--- src/rtl/result_monitor_pkg.sv ---
// Shared definitions for the result monitor: FSM state encoding and the
// default bus symbols that open and close a check session.
package result_monitor_pkg;

    typedef enum logic [1:0] {
        ST_IDLE,
        ST_CHECK,
        ST_WAIT_END,
        ST_DONE
    } state_t;

    localparam logic [29:0] DEFAULT_TEST_PORT = 30'h40;
    localparam logic [31:0] DEFAULT_BEGIN_SYM = 32'h0000_0932;
    localparam logic [31:0] DEFAULT_END_SYM   = 32'h0000_0D5D;

endpackage

--- src/rtl/result_monitor_answer_mem.sv ---
// Answer table: one synchronous write port, one asynchronous read port.
// Contents are deliberately not reset so they survive a monitor reset.
module answer_mem #(
    parameter int DEPTH  = 33,
    parameter int DATA_W = 32
) (
    input  logic              clk,
    input  logic              we,
    input  logic [7:0]        widx,
    input  logic [DATA_W-1:0] wdata,
    input  logic [7:0]        ridx,
    output logic [DATA_W-1:0] rdata
);

    localparam int AW = (DEPTH > 1) ? $clog2(DEPTH) : 1;

    logic [DATA_W-1:0] mem [DEPTH];

    always_ff @(posedge clk) begin
        if (we && (widx < 8'(DEPTH))) begin
            mem[widx[AW-1:0]] <= wdata;
        end
    end

    // Reads past the table (idx == DEPTH while waiting for END) return zero.
    assign rdata = (ridx < 8'(DEPTH)) ? mem[ridx[AW-1:0]] : '0;

endmodule

--- src/rtl/result_monitor.sv ---
// Bus result monitor: snoops writes to a test port, compares a session of
// result words against a loaded answer table, and reports errors/duration.
module result_monitor
    import result_monitor_pkg::*;
#(
    parameter int                ADDR_W      = 30,
    parameter int                DATA_W      = 32,
    parameter logic [ADDR_W-1:0] TEST_PORT   = ADDR_W'(DEFAULT_TEST_PORT),
    parameter logic [DATA_W-1:0] BEGIN_SYM   = DATA_W'(DEFAULT_BEGIN_SYM),
    parameter logic [DATA_W-1:0] END_SYM     = DATA_W'(DEFAULT_END_SYM),
    parameter int                CHECK_NUM   = 33,
    parameter int                ERR_W       = 8,
    parameter int                DUR_W       = 16,
    parameter logic [DUR_W-1:0]  TIMEOUT_CYC = DUR_W'(16'hFFFF)
) (
    input  logic              clk,
    input  logic              rst,
    input  logic [ADDR_W-1:0] addr,
    input  logic [DATA_W-1:0] data,
    input  logic              wen,
    input  logic              ans_we,
    input  logic [7:0]        ans_idx,
    input  logic [DATA_W-1:0] ans_data,
    output logic [ERR_W-1:0]  error_num,
    output logic [DUR_W-1:0]  duration,
    output logic              finish,
    output logic              timeout,
    output logic              checking
);

    localparam logic [8:0] CHECK_N9 = 9'(CHECK_NUM);
    localparam int         SUM_W    = ((ERR_W > 9) ? ERR_W : 9) + 1;

    state_t            state;
    logic [7:0]        idx;
    logic [DATA_W-1:0] ans_rd;

    logic              port_write;
    logic              is_begin;
    logic              is_end;
    logic              mismatch;
    logic              hit_timeout;
    logic [DUR_W:0]    dur_plus;
    logic [DUR_W-1:0]  dur_next;
    logic [8:0]        idx_after;
    logic [8:0]        err_add;
    logic [SUM_W-1:0]  err_sum;
    logic [ERR_W-1:0]  err_next;

    answer_mem #(
        .DEPTH  (CHECK_NUM),
        .DATA_W (DATA_W)
    ) u_answer_mem (
        .clk   (clk),
        .we    (ans_we && (state == ST_IDLE)),
        .widx  (ans_idx),
        .wdata (ans_data),
        .ridx  (idx),
        .rdata (ans_rd)
    );

    // Per-edge increments: one word compare, plus any missing words charged
    // when the session is cut short by END or by the cycle limit.
    always_comb begin
        port_write  = wen && (addr == TEST_PORT);
        is_begin    = (data == BEGIN_SYM);
        is_end      = (data == END_SYM);
        mismatch    = (data != ans_rd);
        dur_plus    = {1'b0, duration} + (DUR_W+1)'(1);
        dur_next    = dur_plus[DUR_W] ? duration : dur_plus[DUR_W-1:0];
        hit_timeout = (dur_plus >= {1'b0, TIMEOUT_CYC});
        idx_after   = {1'b0, idx} + ((port_write && !is_end) ? 9'd1 : 9'd0);
        err_add     = '0;
        case (state)
            ST_CHECK: begin
                if (port_write && is_end) begin
                    err_add = CHECK_N9 - {1'b0, idx};
                end else begin
                    err_add = {8'd0, port_write && mismatch};
                    if (hit_timeout) begin
                        err_add = err_add + (CHECK_N9 - idx_after);
                    end
                end
            end
            ST_WAIT_END: begin
                if (port_write && !is_end) begin
                    err_add = 9'd1;
                end
            end
            default: err_add = '0;
        endcase
        err_sum  = SUM_W'(error_num) + SUM_W'(err_add);
        err_next = (err_sum > SUM_W'({ERR_W{1'b1}})) ? '1 : err_sum[ERR_W-1:0];
    end

    always_ff @(posedge clk) begin
        if (rst) begin
            state     <= ST_IDLE;
            idx       <= '0;
            error_num <= '0;
            duration  <= '0;
            finish    <= 1'b0;
            timeout   <= 1'b0;
        end else begin
            case (state)
                ST_IDLE: begin
                    if (port_write && is_begin) begin
                        state     <= ST_CHECK;
                        idx       <= '0;
                        error_num <= '0;
                        duration  <= '0;
                    end
                end
                ST_CHECK: begin
                    duration  <= dur_next;
                    error_num <= err_next;
                    if (port_write && is_end) begin
                        state <= ST_DONE;
                    end else begin
                        idx <= idx_after[7:0];
                        if (hit_timeout) begin
                            state   <= ST_DONE;
                            timeout <= 1'b1;
                        end else if (idx_after == CHECK_N9) begin
                            state <= ST_WAIT_END;
                        end
                    end
                end
                ST_WAIT_END: begin
                    duration  <= dur_next;
                    error_num <= err_next;
                    if (port_write && is_end) begin
                        state <= ST_DONE;
                    end else if (hit_timeout) begin
                        state   <= ST_DONE;
                        timeout <= 1'b1;
                    end
                end
                ST_DONE: begin
                    finish <= 1'b1;
                end
                default: state <= ST_IDLE;
            endcase
        end
    end

    assign checking = (state == ST_CHECK) || (state == ST_WAIT_END);

endmodule

--- config.mk ---
export PLATFORM = sky130hd
export DESIGN_NAME = result_monitor
export DESIGN_NICKNAME = d
export VERILOG_FILES = /design/src/rtl/result_monitor_pkg.sv /design/src/rtl/result_monitor_answer_mem.sv /design/src/rtl/result_monitor.sv
export SDC_FILE = /design/constraint.sdc
export NUM_CORES = 1
export LEC_CHECK = 0
export BUFFER_PORTS_ARGS = -buffer_cell sky130_fd_sc_hd__buf_4
export CAP_MARGIN = 25
export CORE_MARGIN = 1
export CORE_UTILIZATION = 55
export DETAILED_ROUTE_END_ITERATION = 7
export PLACE_DENSITY_LB_ADDON = 0.3
export RECOVER_POWER = 100
export SLEW_MARGIN = 20
export SYNTH_ARGS = -nofsm -noshare
export SYNTH_HDL_FRONTEND = slang
export SYNTH_HIERARCHICAL = 1
export SYNTH_SLANG_ARGS = --single-unit
--- constraint.sdc ---
create_clock -name clk -period 6 [get_ports clk]
set_clock_uncertainty 0.2 [all_clocks]
set_input_delay 0.6 -clock clk [delete_from_list [all_inputs] [get_ports clk]]
set_output_delay 0.6 -clock clk [all_outputs]
set_load 0.01 [all_outputs]
==> results_dict.tcl <==
set metrics [dict create \
    power.density_mw_per_mm2 286 \
    finalNonFillerCells 4066 \
    final_hold_viol_count 0 \
    p_leak_uw 0.0168 \
    cp_common_cell "o21ai_2" \
    viasPerCell 6.62 \
    critPathKind "flip-flop to flip-flop" \
    clkLatencyLatePin_ns 0.68 \
    fp.coreArea_mm2 0.0805 \
    ys_async_sr_fraction_pct 0 \
    endpoint_kind "flip-flop" \
    syn_inst 2486 \
    die_w_um 287 \
    grt_overflow 0 \
    finalCritPeriodShare_pct 102 \
    cp_top_family "compound AO/OA/AOI/OAI gates" \
    fin_ws_ns -0.112 \
    grt_pass1_vias 26700 \
    die_h_um 287 \
    grt_pass1_wl_um 182000 \
    finalNetCount 3047 \
    cp-start-kind "flip-flop" \
    hold_buffers 0 \
    antenna_found_initial 3 \
    cts-root-buf "clkbuf_16" \
    path_buf_inv 5 \
    initial_utilization_pct 55.6 \
    drt_iter0_drc 3335 \
    design_area_mm2 0.0538 \
    yosysUniqueCellTypes 80 \
    route.detailed.drc 0 \
    grt_usage_pct 31.1 \
    hold_path.class "input port to flip-flop" \
    final-max-slew-violation-count 0 \
    status "finished with violations" \
    placed_cells 3831 \
    rows 104 \
    final-setup-viol-count 8 \
    drive_above_1_share_pct 29.8 \
    worstMarginPinSlew_ns 1.48 \
    ir_drop_v 0.000244 \
    path_max_fanout 11 \
    ys_seq_area_share_pct 72.5 \
    vias 26900 \
    gp_congestion 0.914 \
    routed_wl_um 129000 \
    synth_ff_type "edfxtp_1" \
    worstPathArrival_ns 6.45 \
    cts_max_level 3 \
    cp_slowest_stage_delay_ns 0.50 \
    first_pass_iters 6 \
    pre_cts_ws_ns -0.982 \
    synth_seq_cells 1092 \
    cts_buffers 107 \
    pin_count 133 \
    cts_tree "built" \
    dieArea_mm2 0.0825 \
    violations "setup timing" \
    insertedDiodeCount 0 \
    critical_path.slowest_cell "mux4_2" \
    synth_edf_count 1056 \
    dp_hpwl_um 79900 \
    timing.slew.headroom_pct 1.59 \
    postSynthAreaPerCell_um2 18.0 \
    cap_viol_max_count 0 \
    synth_nets 2614 \
    port_buffers 132 \
    area_delta_synth_final_pct 20.2 \
    dpl-instance-area_mm2 0.0492 \
    grt_max_degree 37 \
    finalCriticalPeriod_ns 6.11 \
    rsz0062_at_grt "true" \
    ys_warn_count 6 \
    clk_pin_slew_ns 0.06 \
    required_ns 6.34 \
    max_freq_mhz 164 \
    cts.sinks 1092 \
    cts.path.max_buffers 3 \
    setup-tns-final_ns -0.816 \
    netlist_area_mm2 0.0448 \
    wl_per_cell_um 31.8 \
    ant_nets 0 \
]
cell usage in the layout (no fill, tap or decap), drive strengths merged, types with 7 or more instances in the layout:
cell / synthesis / final
nand3: 14 / 14
mux2i: 315 / 315
nor4: 24 / 24
a221oi: 39 / 39
o21ai: 27 / 27
nor3: 17 / 17
clkinv: 1 / 44
a21oi: 50 / 50
clkinvlp: 0 / 7
o22ai: 66 / 66
inv: 49 / 51
nor2b: 10 / 10
xnor2: 44 / 44
dfxtp: 36 / 36
nand2: 55 / 55
a211oi: 30 / 30
a22oi: 29 / 29
nor2: 80 / 80
edfxtp: 1056 / 1056
xor2: 13 / 13
o221ai: 33 / 33
nand4: 20 / 20
buf: 80 / 428
a2111oi: 64 / 64
ha: 21 / 21
clkbuf: 66 / 175
mux4: 100 / 100
mux2: 33 / 33
and2: 36 / 36
bufinv: 0 / 10
stage by stage:
step / hold WS [ns] / total power, uW / utilization, %
finish: 0.140 / 15400 / 66.8
global route: 0.148 / 15700 / 66.8
CTS: 0.0955 / 15400 / 66.0
detailed placement: 0.276 / 8870 / 61.0
global placement: 0.262 / 8850 / 61.0
floorplan: 0.305 / 8650 / -
cell usage after synthesis, types with 6 or more instances:
master / number / area (um^2)
a2111oi_1: 19 / 190
a2111oi_2: 40 / 601
a211oi_1: 29 / 218
a21oi_1: 50 / 250
a221oi_1: 39 / 342
a22oi_1: 29 / 218
and2_1: 35 / 219
buf_2: 35 / 175
buf_4: 21 / 158
buf_6: 13 / 146
clkbuf_1: 59 / 221
dfxtp_1: 36 / 721
edfxtp_1: 1056 / 31700
ha_1: 21 / 263
inv_1: 49 / 184
mux2_2: 20 / 225
mux2_4: 13 / 195
mux2i_1: 314 / 3140
mux4_2: 100 / 2250
nand2_1: 55 / 206
nand3_1: 11 / 55.1
nand4_1: 19 / 119
nor2_1: 79 / 297
nor2b_1: 10 / 62.6
nor3_1: 17 / 85.1
nor3b_1: 6 / 45.0
nor4_1: 21 / 131
nor4b_1: 6 / 52.6
o21ai_0: 27 / 135
o221ai_1: 33 / 289
o22ai_1: 66 / 413
xnor2_1: 44 / 385
xor2_1: 13 / 114
cell type report:
type                       instances  area (um^2)
fill                            5157        26700
sequential                      1092        32400
clock buffer                     134         2850
tap                             1060         1330
multi-input combinational       1198        12300
timing repair buffer             470         4070
inverter                          50          188
clock inverter                    62          632
registers in the layout (all words and copies together), names as in the netlist:
signal            cells
u_answer_mem/mem   1056
duration             16
error_num             8
idx                   8
state                 2
finish                1
timeout               1
path summary, 6_finish.rpt:
kind	startpoint	slack, ns	cells past startpoint	to
setup / recovery	idx[0]$_SDFFE_PP0P_	-0.11	27	error_num[7]$_SDFFE_PP0P_
hold / removal	rst	0.14	2	finish$_SDFFE_PP0N_
setup reg to reg	idx[0]$_SDFFE_PP0P_	-0.11	27	error_num[7]$_SDFFE_PP0P_
hold reg to reg	finish$_SDFFE_PP0N_	0.29	2	finish$_SDFFE_PP0N_
power breakdown:
group	internal, uW	total (uW)	switching [uW]
clock	3800	6650	2850
sequential	8370	8370	3.87
combinational	87.9	344	256
total	12300	15400	3110
repair_timing:
action | in CTS | in global routing
setup endpoints to repair | 8 | 8
gates resized for setup | 72 | 80
endpoints found under the hold margin | 0 | 0
setup buffers | 8 | 27
pin swaps | 27 | 45
gates cloned | 2 | 2
routing by layer:
layer	part of all wire [%]	wire length, um	global-route usage (%)	vias up
met2	47	60600	49.3	1862
met1	37	47200	42.1	13700
met5	0.019	24	0	-
met4	4.3	5540	12.0	4
li1	-	-	-	11000
met3	12	15700	7.16	353
cells by family (layout without fill, tap and decap cells):
family,count (synthesis),in the layout,share of synthesized area [%]
simple gates,302,302,3.68
compound gates,369,369,6.64
flops,1092,1092,72.5
mux,448,448,13.0
fa+ha+maj,22,22,0.632
xor+xnor,57,57,1.12
buf+inv,196,716,2.45
No activity file was read; power rests on OpenSTA's default activity.
